[src/rtl/pipe_hazard_ctrl_pkg.sv]
// Shared definitions for the pipeline-control blocks: mult/div timer state
// encoding, the hard-wired zero register index and a saturating increment.
package pipe_hazard_ctrl_pkg;

    typedef enum logic {
        MD_IDLE = 1'b0,
        MD_BUSY = 1'b1
    } md_state_e;

    localparam logic [4:0] REG_ZERO = 5'd0;

    function automatic logic [31:0] sat_inc(input logic [31:0] val, input logic en);
        return (en && (val != 32'hFFFF_FFFF)) ? val + 32'd1 : val;
    endfunction

endpackage

[src/rtl/pipe_hazard_ctrl_if.sv]
// Pipeline <-> hazard controller signal bundle. The pipeline (master) supplies
// the D/E stage decode information; the controller (slave) returns the
// stall/bubble controls and the mult/div status.
interface pipe_hazard_ctrl_if;
    logic [4:0] D_rs;
    logic [4:0] D_rt;
    logic       D_uses_md;
    logic [4:0] E_dst;
    logic       E_is_load;
    logic       E_mispredict;
    logic       E_md_start;
    logic       E_md_is_div;
    logic       F_stall;
    logic       D_stall;
    logic       D_bubble;
    logic       E_bubble;
    logic       md_busy;
    logic       md_done;

    modport master (
        output D_rs, D_rt, D_uses_md, E_dst, E_is_load, E_mispredict, E_md_start, E_md_is_div,
        input  F_stall, D_stall, D_bubble, E_bubble, md_busy, md_done
    );

    modport slave (
        input  D_rs, D_rt, D_uses_md, E_dst, E_is_load, E_mispredict, E_md_start, E_md_is_div,
        output F_stall, D_stall, D_bubble, E_bubble, md_busy, md_done
    );
endinterface

[src/rtl/pipe_hazard_ctrl_md_timer.sv]
// Mult/div busy timer: a down-counter loaded with latency-1 on an accepted
// start, with busy/done registered so they are clean for the hazard logic.
//
//   state   | meaning
//   --------+-------------------------------------------------------------
//   MD_IDLE | no operation in flight; a start loads the counter
//   MD_BUSY | operation in flight; done is high while the count is 0
module pipe_hazard_ctrl_md_timer
    import pipe_hazard_ctrl_pkg::*;
#(
    parameter int MUL_CYCLES = 5,
    parameter int DIV_CYCLES = 10
) (
    input  logic clk,
    input  logic rst,
    input  logic start,
    input  logic is_div,
    output logic busy,
    output logic done
);

    md_state_e  state_q, state_d;
    logic [7:0] count_q, count_d;
    logic [7:0] latency;
    logic       busy_q, busy_d;
    logic       done_q, done_d;

    // Next-state and next-output computation; a start while busy is dropped.
    always_comb begin
        latency = is_div ? 8'(DIV_CYCLES) : 8'(MUL_CYCLES);
        state_d = state_q;
        count_d = count_q;
        busy_d  = busy_q;
        done_d  = 1'b0;
        case (state_q)
            MD_IDLE: begin
                if (start) begin
                    state_d = MD_BUSY;
                    count_d = latency - 8'd1;
                    busy_d  = 1'b1;
                    done_d  = (count_d == 8'd0);
                end
            end
            MD_BUSY: begin
                if (count_q == 8'd0) begin
                    state_d = MD_IDLE;
                    busy_d  = 1'b0;
                end else begin
                    count_d = count_q - 8'd1;
                    done_d  = (count_d == 8'd0);
                end
            end
            default: begin
                state_d = MD_IDLE;
                count_d = 8'd0;
                busy_d  = 1'b0;
            end
        endcase
    end

    // Timer state and registered outputs; reset aborts any operation.
    always_ff @(posedge clk or posedge rst) begin
        if (rst) begin
            state_q <= MD_IDLE;
            count_q <= 8'd0;
            busy_q  <= 1'b0;
            done_q  <= 1'b0;
        end else begin
            state_q <= state_d;
            count_q <= count_d;
            busy_q  <= busy_d;
            done_q  <= done_d;
        end
    end

    assign busy = busy_q;
    assign done = done_q;

endmodule

[src/rtl/pipe_hazard_ctrl.sv]
// Hazard detection and stall/bubble priority for the 5-stage core.
// Optional statistics counters are built when PIPE_HAZARD_CTRL_STATS_EN is defined.
module pipe_hazard_ctrl
    import pipe_hazard_ctrl_pkg::*;
#(
    parameter int MUL_CYCLES = 5,
    parameter int DIV_CYCLES = 10
) (
    input  logic               clk,
    input  logic               rst,
    pipe_hazard_ctrl_if.slave  hz
`ifdef PIPE_HAZARD_CTRL_STATS_EN
    ,
    output logic [31:0]        stat_stall_cnt,
    output logic [31:0]        stat_flush_cnt,
    output logic [31:0]        stat_md_cnt
`endif
);

    logic md_busy;
    logic md_done;
    logic load_use;
    logic md_hazard;
    logic f_stall, d_stall, d_bubble, e_bubble;

    pipe_hazard_ctrl_md_timer #(
        .MUL_CYCLES(MUL_CYCLES),
        .DIV_CYCLES(DIV_CYCLES)
    ) u_md_timer (
        .clk   (clk),
        .rst   (rst),
        .start (hz.E_md_start),
        .is_div(hz.E_md_is_div),
        .busy  (md_busy),
        .done  (md_done)
    );

    // Hazard detection and priority; the md hazard releases in the done cycle
    // so the dependent instruction leaves D on the following edge.
    always_comb begin
        load_use  = hz.E_is_load && (hz.E_dst != REG_ZERO) &&
                    ((hz.E_dst == hz.D_rs) || (hz.E_dst == hz.D_rt));
        md_hazard = hz.D_uses_md && ((md_busy && !md_done) || hz.E_md_start);
        f_stall   = 1'b0;
        d_stall   = 1'b0;
        d_bubble  = 1'b0;
        e_bubble  = 1'b0;
        if (!rst) begin
            if (hz.E_mispredict) begin
                d_bubble = 1'b1;
                e_bubble = 1'b1;
            end else if (load_use || md_hazard) begin
                f_stall  = 1'b1;
                d_stall  = 1'b1;
                e_bubble = 1'b1;
            end
        end
    end

    assign hz.F_stall  = f_stall;
    assign hz.D_stall  = d_stall;
    assign hz.D_bubble = d_bubble;
    assign hz.E_bubble = e_bubble;
    assign hz.md_busy  = md_busy;
    assign hz.md_done  = md_done;

`ifdef PIPE_HAZARD_CTRL_STATS_EN
    logic [31:0] stall_cnt_q, stall_cnt_d;
    logic [31:0] flush_cnt_q, flush_cnt_d;
    logic [31:0] md_cnt_q,    md_cnt_d;

    // Saturating event counters; a start is accepted only while the timer is idle.
    always_comb begin
        stall_cnt_d = sat_inc(stall_cnt_q, f_stall);
        flush_cnt_d = sat_inc(flush_cnt_q, hz.E_mispredict);
        md_cnt_d    = sat_inc(md_cnt_q, hz.E_md_start && !md_busy);
    end

    // Counter registers, cleared by reset.
    always_ff @(posedge clk or posedge rst) begin
        if (rst) begin
            stall_cnt_q <= 32'd0;
            flush_cnt_q <= 32'd0;
            md_cnt_q    <= 32'd0;
        end else begin
            stall_cnt_q <= stall_cnt_d;
            flush_cnt_q <= flush_cnt_d;
            md_cnt_q    <= md_cnt_d;
        end
    end

    assign stat_stall_cnt = stall_cnt_q;
    assign stat_flush_cnt = flush_cnt_q;
    assign stat_md_cnt    = md_cnt_q;
`endif

endmodule

[src/flat_wrapper.sv]
// flat-port wrapper written by rule: the top's interface ports become plain ports
module pipe_hazard_ctrl_flat import pipe_hazard_ctrl_pkg::*;
#(
    parameter int MUL_CYCLES = 5,
    parameter int DIV_CYCLES = 10
)
  (clk, rst, hz_D_rs, hz_D_rt, hz_D_uses_md, hz_E_dst, hz_E_is_load, hz_E_mispredict, hz_E_md_start, hz_E_md_is_div, hz_F_stall, hz_D_stall, hz_D_bubble, hz_E_bubble, hz_md_busy, hz_md_done);
  pipe_hazard_ctrl_if hz_i ();
  input  logic clk;
  input  logic rst;
  input wire logic [$bits(hz_i.D_rs)-1:0] hz_D_rs;
  input wire logic [$bits(hz_i.D_rt)-1:0] hz_D_rt;
  input wire logic [$bits(hz_i.D_uses_md)-1:0] hz_D_uses_md;
  input wire logic [$bits(hz_i.E_dst)-1:0] hz_E_dst;
  input wire logic [$bits(hz_i.E_is_load)-1:0] hz_E_is_load;
  input wire logic [$bits(hz_i.E_mispredict)-1:0] hz_E_mispredict;
  input wire logic [$bits(hz_i.E_md_start)-1:0] hz_E_md_start;
  input wire logic [$bits(hz_i.E_md_is_div)-1:0] hz_E_md_is_div;
  output wire logic [$bits(hz_i.F_stall)-1:0] hz_F_stall;
  output wire logic [$bits(hz_i.D_stall)-1:0] hz_D_stall;
  output wire logic [$bits(hz_i.D_bubble)-1:0] hz_D_bubble;
  output wire logic [$bits(hz_i.E_bubble)-1:0] hz_E_bubble;
  output wire logic [$bits(hz_i.md_busy)-1:0] hz_md_busy;
  output wire logic [$bits(hz_i.md_done)-1:0] hz_md_done;
  assign hz_i.D_rs = hz_D_rs;
  assign hz_i.D_rt = hz_D_rt;
  assign hz_i.D_uses_md = hz_D_uses_md;
  assign hz_i.E_dst = hz_E_dst;
  assign hz_i.E_is_load = hz_E_is_load;
  assign hz_i.E_mispredict = hz_E_mispredict;
  assign hz_i.E_md_start = hz_E_md_start;
  assign hz_i.E_md_is_div = hz_E_md_is_div;
  assign hz_F_stall = hz_i.F_stall;
  assign hz_D_stall = hz_i.D_stall;
  assign hz_D_bubble = hz_i.D_bubble;
  assign hz_E_bubble = hz_i.E_bubble;
  assign hz_md_busy = hz_i.md_busy;
  assign hz_md_done = hz_i.md_done;
  pipe_hazard_ctrl #(.MUL_CYCLES(MUL_CYCLES), .DIV_CYCLES(DIV_CYCLES)) u_core (.clk(clk), .rst(rst), .hz(hz_i));
endmodule
[config.mk]
export PLATFORM = sky130hd
export DESIGN_NAME = pipe_hazard_ctrl_flat
export DESIGN_NICKNAME = d
export VERILOG_FILES = /design/src/rtl/pipe_hazard_ctrl_pkg.sv /design/src/rtl/pipe_hazard_ctrl_if.sv /design/src/rtl/pipe_hazard_ctrl_md_timer.sv /design/src/rtl/pipe_hazard_ctrl.sv /design/src/flat_wrapper.sv
export SDC_FILE = /design/constraint.sdc
export NUM_CORES = 1
export LEC_CHECK = 0
export ABC_AREA = 1
export BUFFER_PORTS_ARGS = -buffer_cell sky130_fd_sc_hd__buf_4
export CAP_MARGIN = 20
export CORE_MARGIN = 2
export CORE_UTILIZATION = 49
export CTS_CLUSTER_DIAMETER = 150
export DETAILED_ROUTE_END_ITERATION = 16
export PLACE_DENSITY = 0.77
export SLEW_MARGIN = 20
export SYNTH_ARGS = -nofsm -noshare
export SYNTH_HDL_FRONTEND = slang
export SYNTH_SLANG_ARGS = --single-unit
[constraint.sdc]
create_clock -name clk -period 1.5 [get_ports clk]
set_input_delay 0.3 -clock clk [delete_from_list [all_inputs] [get_ports clk]]
set_output_delay 0.3 -clock clk [all_outputs]
set_load 0.01 [all_outputs]
**Word-level counts from Yosys, hierarchy flattened**

Index checks and enable logic that the tools add are counted.

- Flip-flop bits (word level): 11
- Output and inout bits: 6
- Logic and storage cells: 46

- Add/sub/neg operators: 2
- Equality and inequality tests: 5
- Muxes and demuxes: 20
- Bitwise gates (word level): 1
- Reduce and logical (&&, ||, !) cells: 14

Operator list:

| kind | number |
|---|---|
| $logic_not 8->1 | 3 |
| $mux 8 | 2 |
| $pmux 8 s2 | 1 |
| $sub 8x1->8 const B | 2 |
| $mux 1 | 13 |
| $eq 5x5->1 | 2 |
| $pmux 1 s2 | 3 |
| $reduce_bool 5->1 | 1 |
| $logic_and 1x1->1 | 4 |
| $mux 4 | 1 |
| $ne 2x2->1 const B | 2 |
| $reduce_and 2->1 | 2 |
| $logic_or 1x1->1 | 3 |
| $ne 2x1->1 const B | 1 |
| $logic_not 1->1 | 1 |
| $not 1->1 | 1 |

**Depth between registers and ports, before layout**

Gate-level depths: netlist (run 1).

- Depth in word-level cells: 8
- Depth in mapped cells: 11
- Depth with buffers taken out: 10

**By module**

A second synthesis (run 1) with hierarchy kept.

- Cells, all modules: 149
- Area total of the unflattened synthesis: 944.7 um^2

Modules (own cells, without submodules):

| module | times used | cells an instance | area each (um^2) | sequential area each (um^2) |
|---|---|---|---|---|
| pipe_hazard_ctrl_md_timer | 1 | 89 | 690.7 | 275.3 |
| pipe_hazard_ctrl | 1 | 60 | 254.0 | 0.0 |

**Worst setup path before layout (run 1)**

No wires, ideal clock.

- Path kind: input port to output port
- Start point: input port hz_E_dst[4]
- End point: output port hz_F_stall
- Arrival: 1.148 ns
- Required time: 1.200 ns
- Slack: 0.052 ns
- Stages: 11
- Cell sequence: inv_1 -> nand2_1 -> nand2_1 -> nor2_1 -> nand3_1 -> nand2_1 -> nand2_1 -> nand2_1 -> nand2_1 -> nor2_1 -> buf_4

- Word-level cells in the longest chain between the ends: 7

Ends and longest elaborated chain:

| element | line | source |
|---|---|---|
| start: declaration | flat_wrapper.sv:14 | `input wire logic [$bits(hz_i.E_dst)-1:0] hz_E_dst;` |
| $eq 5x5->1 or $reduce_bool 5->1 (tied branches) | pipe_hazard_ctrl.sv:42, pipe_hazard_ctrl.sv:41 |  |
| $logic_or 1x1->1 or $logic_and 1x1->1 (tied branches) | pipe_hazard_ctrl.sv:42, pipe_hazard_ctrl.sv:41 |  |
| $logic_and 1x1->1 (*) | pipe_hazard_ctrl.sv:41 | `load_use = hz.E_is_load && (hz.E_dst != REG_ZERO) &&` |
| $logic_or 1x1->1 (*) | pipe_hazard_ctrl.sv:52 | `end else if (load_use \|\| md_hazard) begin` |
| $mux 1 (*) (3 in a row) | -- |  |
| end: declaration | flat_wrapper.sv:19 | `output wire logic [$bits(hz_i.F_stall)-1:0] hz_F_stall;` |

Every way passes the cells marked *; elsewhere a longest branch is shown, timed or not.

**Final worst setup path (run 1)**

- Start point: input port hz_E_dst[0]
- End point: output port hz_D_stall

- Word-level cells in the longest chain between the ends: 7

Ends and longest elaborated chain:

| element | line | source |
|---|---|---|
| $eq 5x5->1 or $reduce_bool 5->1 (tied branches) | pipe_hazard_ctrl.sv:42, pipe_hazard_ctrl.sv:41 |  |
| $logic_or 1x1->1 or $logic_and 1x1->1 (tied branches) | pipe_hazard_ctrl.sv:42, pipe_hazard_ctrl.sv:41 |  |
| $logic_and 1x1->1 (*) | pipe_hazard_ctrl.sv:41 |  |
| $logic_or 1x1->1 (*) | pipe_hazard_ctrl.sv:52 |  |
| $mux 1 (*) | pipe_hazard_ctrl.sv:52 |  |
| $mux 1 (*) | pipe_hazard_ctrl.sv:49 | `if (hz.E_mispredict) begin` |
| $mux 1 (*) | pipe_hazard_ctrl.sv:48 | `if (!rst) begin` |
| end: declaration | flat_wrapper.sv:20 | `output wire logic [$bits(hz_i.D_stall)-1:0] hz_D_stall;` |

Marks and branches as above.

==> reports/summary.txt, run 1 <==
outcome = complete, but fails checks
failing checks = setup timing
TritonCTS buffer count = 3
met2 wirelength from detailed routing = 1120 µm
min-delay worst type = input port to async pin
Worst Hold Slack = 0.07817 ns
complex-gate fraction of the synthesized area = 7.331%
share of final-layout standard cells stronger than drive strength 1 = 42.20%
top metal layer carrying routed signals = met4
maximum clock skew at final layout = 0.003953 ns
antenna diode count = 0
mux cell area share after synthesis = 0%
achievable clock frequency = 655.7 MHz
top-count cell post-synth = sky130_fd_sc_hd__nand2_1
#FFs+latches synth = 11
initial antenna violation count = 0
slowest stage cell on the critical path = sky130_fd_sc_hd__buf_4
DRC violation count after routing = 0
Yosys top cell by area = sky130_fd_sc_hd__dfrtp_1
count of synthesis-stage warnings from yosys = 0
post-DP HPWL = 1707 µm
fraction of synthesis flops using an asynchronous set or reset pin = 100.0%
growth of design area from synthesis to finish = 50.29%
r2r worst-path depth = 10
GRT Util Overall = 23.71%
share of synthesized area occupied by flip-flops and latches = 32.26%
transition time of the tightest slew-check pin = 0.2337 ns
wire length on met1 = 951 µm
least setup slack across all paths after layout = -0.02510 ns
clk_lat worst skew = 0.28 ns
Via-to-Cell Ratio = 5.158
setup slack of the worst register-to-register path = 0.09 ns
largest cells by area after synthesis = sky130_fd_sc_hd__dfrtp_1 32%, sky130_fd_sc_hd__nand2_1 20%, sky130_fd_sc_hd__inv_1 13%, sky130_fd_sc_hd__nor2_1 6.2%, sky130_fd_sc_hd__xor2_1 4.1%
critical register-to-register path endpoint = u_core.u_md_timer.count_q[7]$_DFFE_PP0P_
relative max-transition margin = 84.40%
most numerous cell types in the synthesized netlist = 45 x sky130_fd_sc_hd__nand2_1, 30 x sky130_fd_sc_hd__inv_1, 14 x sky130_fd_sc_hd__nor2_1
Post-Place Cells = 183
final hold viol count = 0
post-DR wirelength/cell = 12.01 µm
area of combinational cells with multiple inputs = 530.5 µm²
I/O Pins = 28
Post-Synthesis Mean Instance Area = 6.274 µm²
Max-cap violations = 0
chip width = 45.73 µm
Design Power = 0.6676 mW
clock root buffer = sky130_fd_sc_hd__clkbuf_4
number of pins with negative max-slew slack in the final report = 0
total nets after synthesis = 160
Synth Flop Type = sky130_fd_sc_hd__dfrtp_1
kind of start point of the critical path = input port
VDD IR-drop max = 0.0003978 V
setup repair after global routing missed its margin = true
initial drt markers = 16
iteration count of the initial detailed-routing pass = 4
most frequent CP cell = sky130_fd_sc_hd__nand2_1
Die Area = 0.002091 mm²
total of endpoints with negative setup slack in the final report = 2
CTS tree = built
depth of the CTS H-tree = 1
data arrival time of the critical path = 1.23 ns
PD cells = 520.5 mW/mm²
clock slew at reported path FFs = 0.07 ns
main combinational cell family by area after synthesis = simple AND/OR/NAND/NOR gates
fillers = 131
final period utilization = 101.7%
worst-path fanout max = 3
cell breakdown of the critical path = buf_6 > nand2_1 > nand2_2 > nor2_2 > nand3_1 > nand2_1 > nand2_1 > nand2_1 > nand2_2 > nor2_2 > buf_4
leakage power = 0.7371 nW
starting density of the core = 50.52%
maximum single-stage delay on the critical path = 0.13 ns
CTS Hold Bufs = 0
vertical die dimension = 45.73 µm
vias = 980
XOR/XNOR Fraction of Synth Area = 7.185%
count of buffers from port buffering = 27
overflow left after global routing = 0
worst path bufs/invs = 2
simple-gate share of the synthesized area = 35.78%
first-pass GRT wire length = 3601 µm
Top Family by Delay on Critical Path = simple AND/OR/NAND/NOR gates
clock period minus final worst setup slack = 1.525 ns
Yosys top cell area share = 32.26%
Data required, critical path = 1.20 ns
Site Rows = 15
pin count of the biggest net entering global routing = 11
Final ANT Viol Nets = 0
Post-Syn Instances = 136
CORE AREA = 0.001689 mm²
Post-synth EDFFs = 0
gp weighted congestion = 0.8476
TritonCTS sink count = 11
Reg area = 275.3 µm²
endpoint kind of the worst setup timing path = output pin
fraction of the mapped netlist area in adder cells = 2.933%
final WL = 2282 µm
worst-case clock buffer depth = 2
worst slack at placement = -0.06666 ns
final standard cell count with taps included and fillers excluded = 190
met3 wire length = 160 µm
startpoint of the worst register-to-register path = u_core.u_md_timer.count_q[0]$_DFFE_PP0P_
WS Path Type = input port to output pin
post-synthesis cell type count = 18
combined area of all synthesized cells = 853.3 µm²
setup_tns = -0.04998 ns
Final nets = 198
via count of the first global-routing pass = 901
## timing repair
item / CTS / global route
gates resized for setup: 10 / 43
pin swaps: 10 / 27
setup buffers: 1 / 2
endpoints found under the setup margin: 3 / 11
cloned: 0 / 0
## power by group
part	internal (mW)	switching, mW	leakage (nW)
Sequential	0.296	0	0.124
Clock	0.103	0.107	0.0150
Combinational	0.0863	0.0751	0.599
## metrics by stage
step                utilization [%]  instance area (µm²)
detailed placement            65.11                 1100
global route                  75.93                 1282
CTS                           68.30                 1154
finish                        75.93                 1282
floorplan                         -                853.3
global placement              65.11                 1100
## per-layer routing
layer,global-route usage [%],up-vias
met4,6.857,0
met2,41.69,38
li1,-,484
met3,3.571,7
met1,29.80,451
met5,0,-
## worst min-delay path, delay by kind of cell
| kind | cells | cell delay (ns) |
|---|---|---|
| buffers and inverters | 3 | 0.40 |
## area by class of cell
type	instances	share of cell area, %
clock buffers	4	2.049
well taps	17	1.659
flip-flops and latches	11	21.46
multi-input cells	93	41.37
inverters	31	10.05
repair buffers	34	23.41
## layout by cell type, fill, tap and decap left out, drive strengths merged
| cell | instances |
|---|---|
| xor2 | 4 |
| nor2 | 15 |
| a21oi | 1 |
| o22ai | 2 |
| o21ai | 9 |
| ha | 2 |
| clkbuf | 4 |
| buf | 34 |
| nand2 | 48 |
| inv | 31 |
| nand3 | 6 |
| xnor2 | 3 |
| dfrtp | 11 |
| nand4 | 3 |
## worst max path at each step
stage	start	to	slack, ns	depth (start not counted)
global route	hz_E_dst[0]	hz_F_stall	-0.16	11
global placement	hz_E_dst[1]	hz_D_stall	0.004	12
floorplan	hz_E_dst[4]	hz_F_stall	0.05	11
CTS	hz_E_dst[1]	hz_D_stall	-0.07	11
detailed placement	hz_E_dst[1]	hz_D_stall	-0.07	12
finish	hz_E_dst[0]	hz_D_stall	-0.03	11
## flip-flops by register name (all words and copies together) (netlist names)
signal	flops
u_core.u_md_timer.done	1
u_core.u_md_timer.state_q	1
u_core.u_md_timer.count_q	8
u_core.u_md_timer.busy	1
## logic make-up after synthesis
family / Yosys count
simple gates: 72
buf+inv: 32
compound gates: 12
flops: 11
xor+xnor: 7
fa+ha+maj: 2
Note: power is estimated with default switching activity, not from simulation.
==> inputs of run 2 (changes only) <==
--- a/config.mk
+++ b/config.mk
@@ -12,6 +12,7 @@
 export CORE_UTILIZATION = 49
 export CTS_CLUSTER_DIAMETER = 150
 export DETAILED_ROUTE_END_ITERATION = 16
+export MAX_ROUTING_LAYER = met4
 export PLACE_DENSITY = 0.77
 export SLEW_MARGIN = 20
 export SYNTH_ARGS = -nofsm -noshare
==> run 2 against run 1 <==
- the run still ends with setup timing left
- clock skew barely moved
- non-clock buffer count fell by 2
- largest cell class unchanged
- total power fell by 0.45%
- setup slack improved by 0.018 ns
- via count fell by 0.20%
- count of clock-buffer cells in the layout did not move
- final area fell by 1.7%
- global-route usage rose by 0.61 points
- critical path depth did not move
- combinational power barely moved
==> reports/summary.txt, run 2 (same netlist as run 1, synthesis figures left out) <==
relative max-transition margin = 85.41%
number of flip-flops under the largest register name = 8
TritonCTS buffer count = 3
outcome = complete, but fails checks
final WL = 2246 µm
least setup slack across all paths after layout = -0.006658 ns
post-DP HPWL = 1707 µm
post-placement cell area = 0.001100 mm²
CORE AREA = 0.001689 mm²
total of endpoints with negative setup slack in the final report = 2
final period utilization = 100.4%
PD cells = 526.9 mW/mm²
gp weighted congestion = 0.8609
vias = 978
VDD IR-drop max = 0.0003940 V
min-delay worst type = input port to async pin
met2 track demand over resource in global routing = 41.69%
growth of design area from synthesis to finish = 47.80%
commonest cells after routing, fill and taps aside = 31 x sky130_fd_sc_hd__nand2_1, 22 x sky130_fd_sc_hd__buf_4, 18 x sky130_fd_sc_hd__inv_1
worst-path fanout max = 3
Combinational Power Share = 24.0%
Switching Share = 26.90%
GRT Util Overall = 24.33%
met1 Usage GRT = 29.56%
achievable clock frequency = 663.7 MHz
CTS tree = built
TritonCTS sink count = 11
data arrival time of the critical path = 1.21 ns
transition time of the tightest slew-check pin = 0.2188 ns
GR met3 Demand/Resource = 3.571%
first-pass GRT wire length = 3588 µm
antenna diode count = 0
failing checks = setup timing
Max-cap violations = 0
setup repair after global routing missed its margin = true
WS Path Type = input port to output pin
top register by number of flip-flops = u_core.u_md_timer.count_q
Final ANT Viol Nets = 0
initial drt markers = 24
fillers = 134
final hold viol count = 0
cell area after layout = 0.001261 mm²
clock root buffer = sky130_fd_sc_hd__clkbuf_4
clk_lat worst skew = 0.28 ns
maximum clock skew at final layout = 0.003876 ns
vertical die dimension = 45.73 µm
overflow left after global routing = 0
sw power = 0.1788 mW
clock period minus final worst setup slack = 1.507 ns
DRC violation count after routing = 0
Clock Power Share = 31.4%
sequential share of power = 44.6%
Site Rows = 15
Data required, critical path = 1.20 ns
endpoint kind of the worst setup timing path = output pin
via count of the first global-routing pass = 903
CTS Hold Bufs = 0
Final nets = 196
starting density of the core = 50.52%
internal power contribution = 0.4858 mW
Die Area = 0.002091 mm²
iteration count of the initial detailed-routing pass = 4
gr busiest metal = met2
depth of the CTS H-tree = 1
pin count of the biggest net entering global routing = 11
initial antenna violation count = 0
Post-Place Cells = 183
worst-case clock buffer depth = 2
setup_tns = -0.01307 ns
Design Power = 0.6645 mW
I/O Pins = 28
leakage power = 0.7233 nW
number of pins with negative max-slew slack in the final report = 0
chip width = 45.73 µm
share of final-layout standard cells stronger than drive strength 1 = 42.69%
post-DR wirelength/cell = 11.95 µm
final standard cell count with taps included and fillers excluded = 188
Via-to-Cell Ratio = 5.202
clock slew at reported path FFs = 0.07 ns
most common cell after layout, fill and taps aside = sky130_fd_sc_hd__nand2_1
count of buffers from port buffering = 27
kind of start point of the critical path = input port
==> run 2: what timing repair did <==
action | in CTS | in global routing
resized for setup | 10 | 44
setup buffers | 1 | 0
setup endpoints to repair | 3 | 11
pin swaps | 10 | 27
==> run 2: metrics by stage <==
step / setup slack, ns / hold WS, ns / util [%]
finish: -0.006658 / 0.08044 / 74.67
global route: -0.1624 / 0.1202 / 74.67
CTS: -0.07091 / 0.07170 / 68.30
detailed placement: -0.06666 / 0.3577 / 65.11
global placement: 0.003532 / 0.3570 / 65.11
floorplan: 0.05221 / 0.1687 / -
==> run 2: path summary, 6_finish.rpt <==
| kind | startpoint | end | slack (ns) | depth (start not counted) |
|---|---|---|---|---|
| setup reg to reg | u_core.u_md_timer.count_q[0]$_DFFE_PP0P_ | u_core.u_md_timer.count_q[7]$_DFFE_PP0P_ | 0.12 | 10 |
| hold / removal | rst | u_core.u_md_timer.state_q$_DFF_PP0_ | 0.08 | 3 |
| setup / recovery | hz_E_dst[0] | hz_D_stall | -0.007 | 11 |
| hold reg to reg | u_core.u_md_timer.count_q[7]$_DFFE_PP0P_ | u_core.u_md_timer.count_q[7]$_DFFE_PP0P_ | 0.50 | 2 |
| min in group clk | hz_E_md_is_div | u_core.u_md_timer.count_q[2]$_DFFE_PP0P_ | 0.36 | 4 |
| max in group asynchronous | rst | u_core.u_md_timer.count_q[1]$_DFFE_PP0P_ | 1.30 | 3 |
==> run 2: per-layer routing <==
layer  part of all wire [%]  routed length, µm  up-vias
met1                     43                961      443
met5                      0                  0        -
met2                     47               1046       45
met4                    3.4                 76        0
met3                    7.2                162       11
li1                       -                  -      479
==> run 2: power by group through the flow <==
stage | Sequential [mW] | Clock [mW] | Combinational (mW)
after global placement | 0.302 | 0 | 0.116
after floorplan | 0.302 | 0 | 0.0516
final | 0.296 | 0.208 | 0.160
after CTS | 0.296 | 0.208 | 0.129
after global routing | 0.296 | 0.219 | 0.178
after detailed placement | 0.302 | 0 | 0.122
==> run 2: worst max-delay path: stages <==
cell and delay (ns):
sky130_fd_sc_hd__buf_6 0.10, sky130_fd_sc_hd__nand2_1 0.08, sky130_fd_sc_hd__nand2_2 0.07, sky130_fd_sc_hd__nor2_2 0.10
sky130_fd_sc_hd__nand3_1 0.07, sky130_fd_sc_hd__nand2_1 0.07, sky130_fd_sc_hd__nand2_1 0.06, sky130_fd_sc_hd__nand2_1 0.07
sky130_fd_sc_hd__nand2_2 0.06, sky130_fd_sc_hd__nor2_2 0.09, sky130_fd_sc_hd__buf_4 0.13
==> run 2: final cells by class <==
class	instances	area, µm²	area share (%)
Timing Repair Buffer	32	285.3	22.62
Clock buffer	4	26.28	2.083
Sequential cell	11	275.3	21.83
Inverter	31	128.9	10.22
Multi-Input combinational cell	93	524.3	41.57
Tap cell	17	21.27	1.687
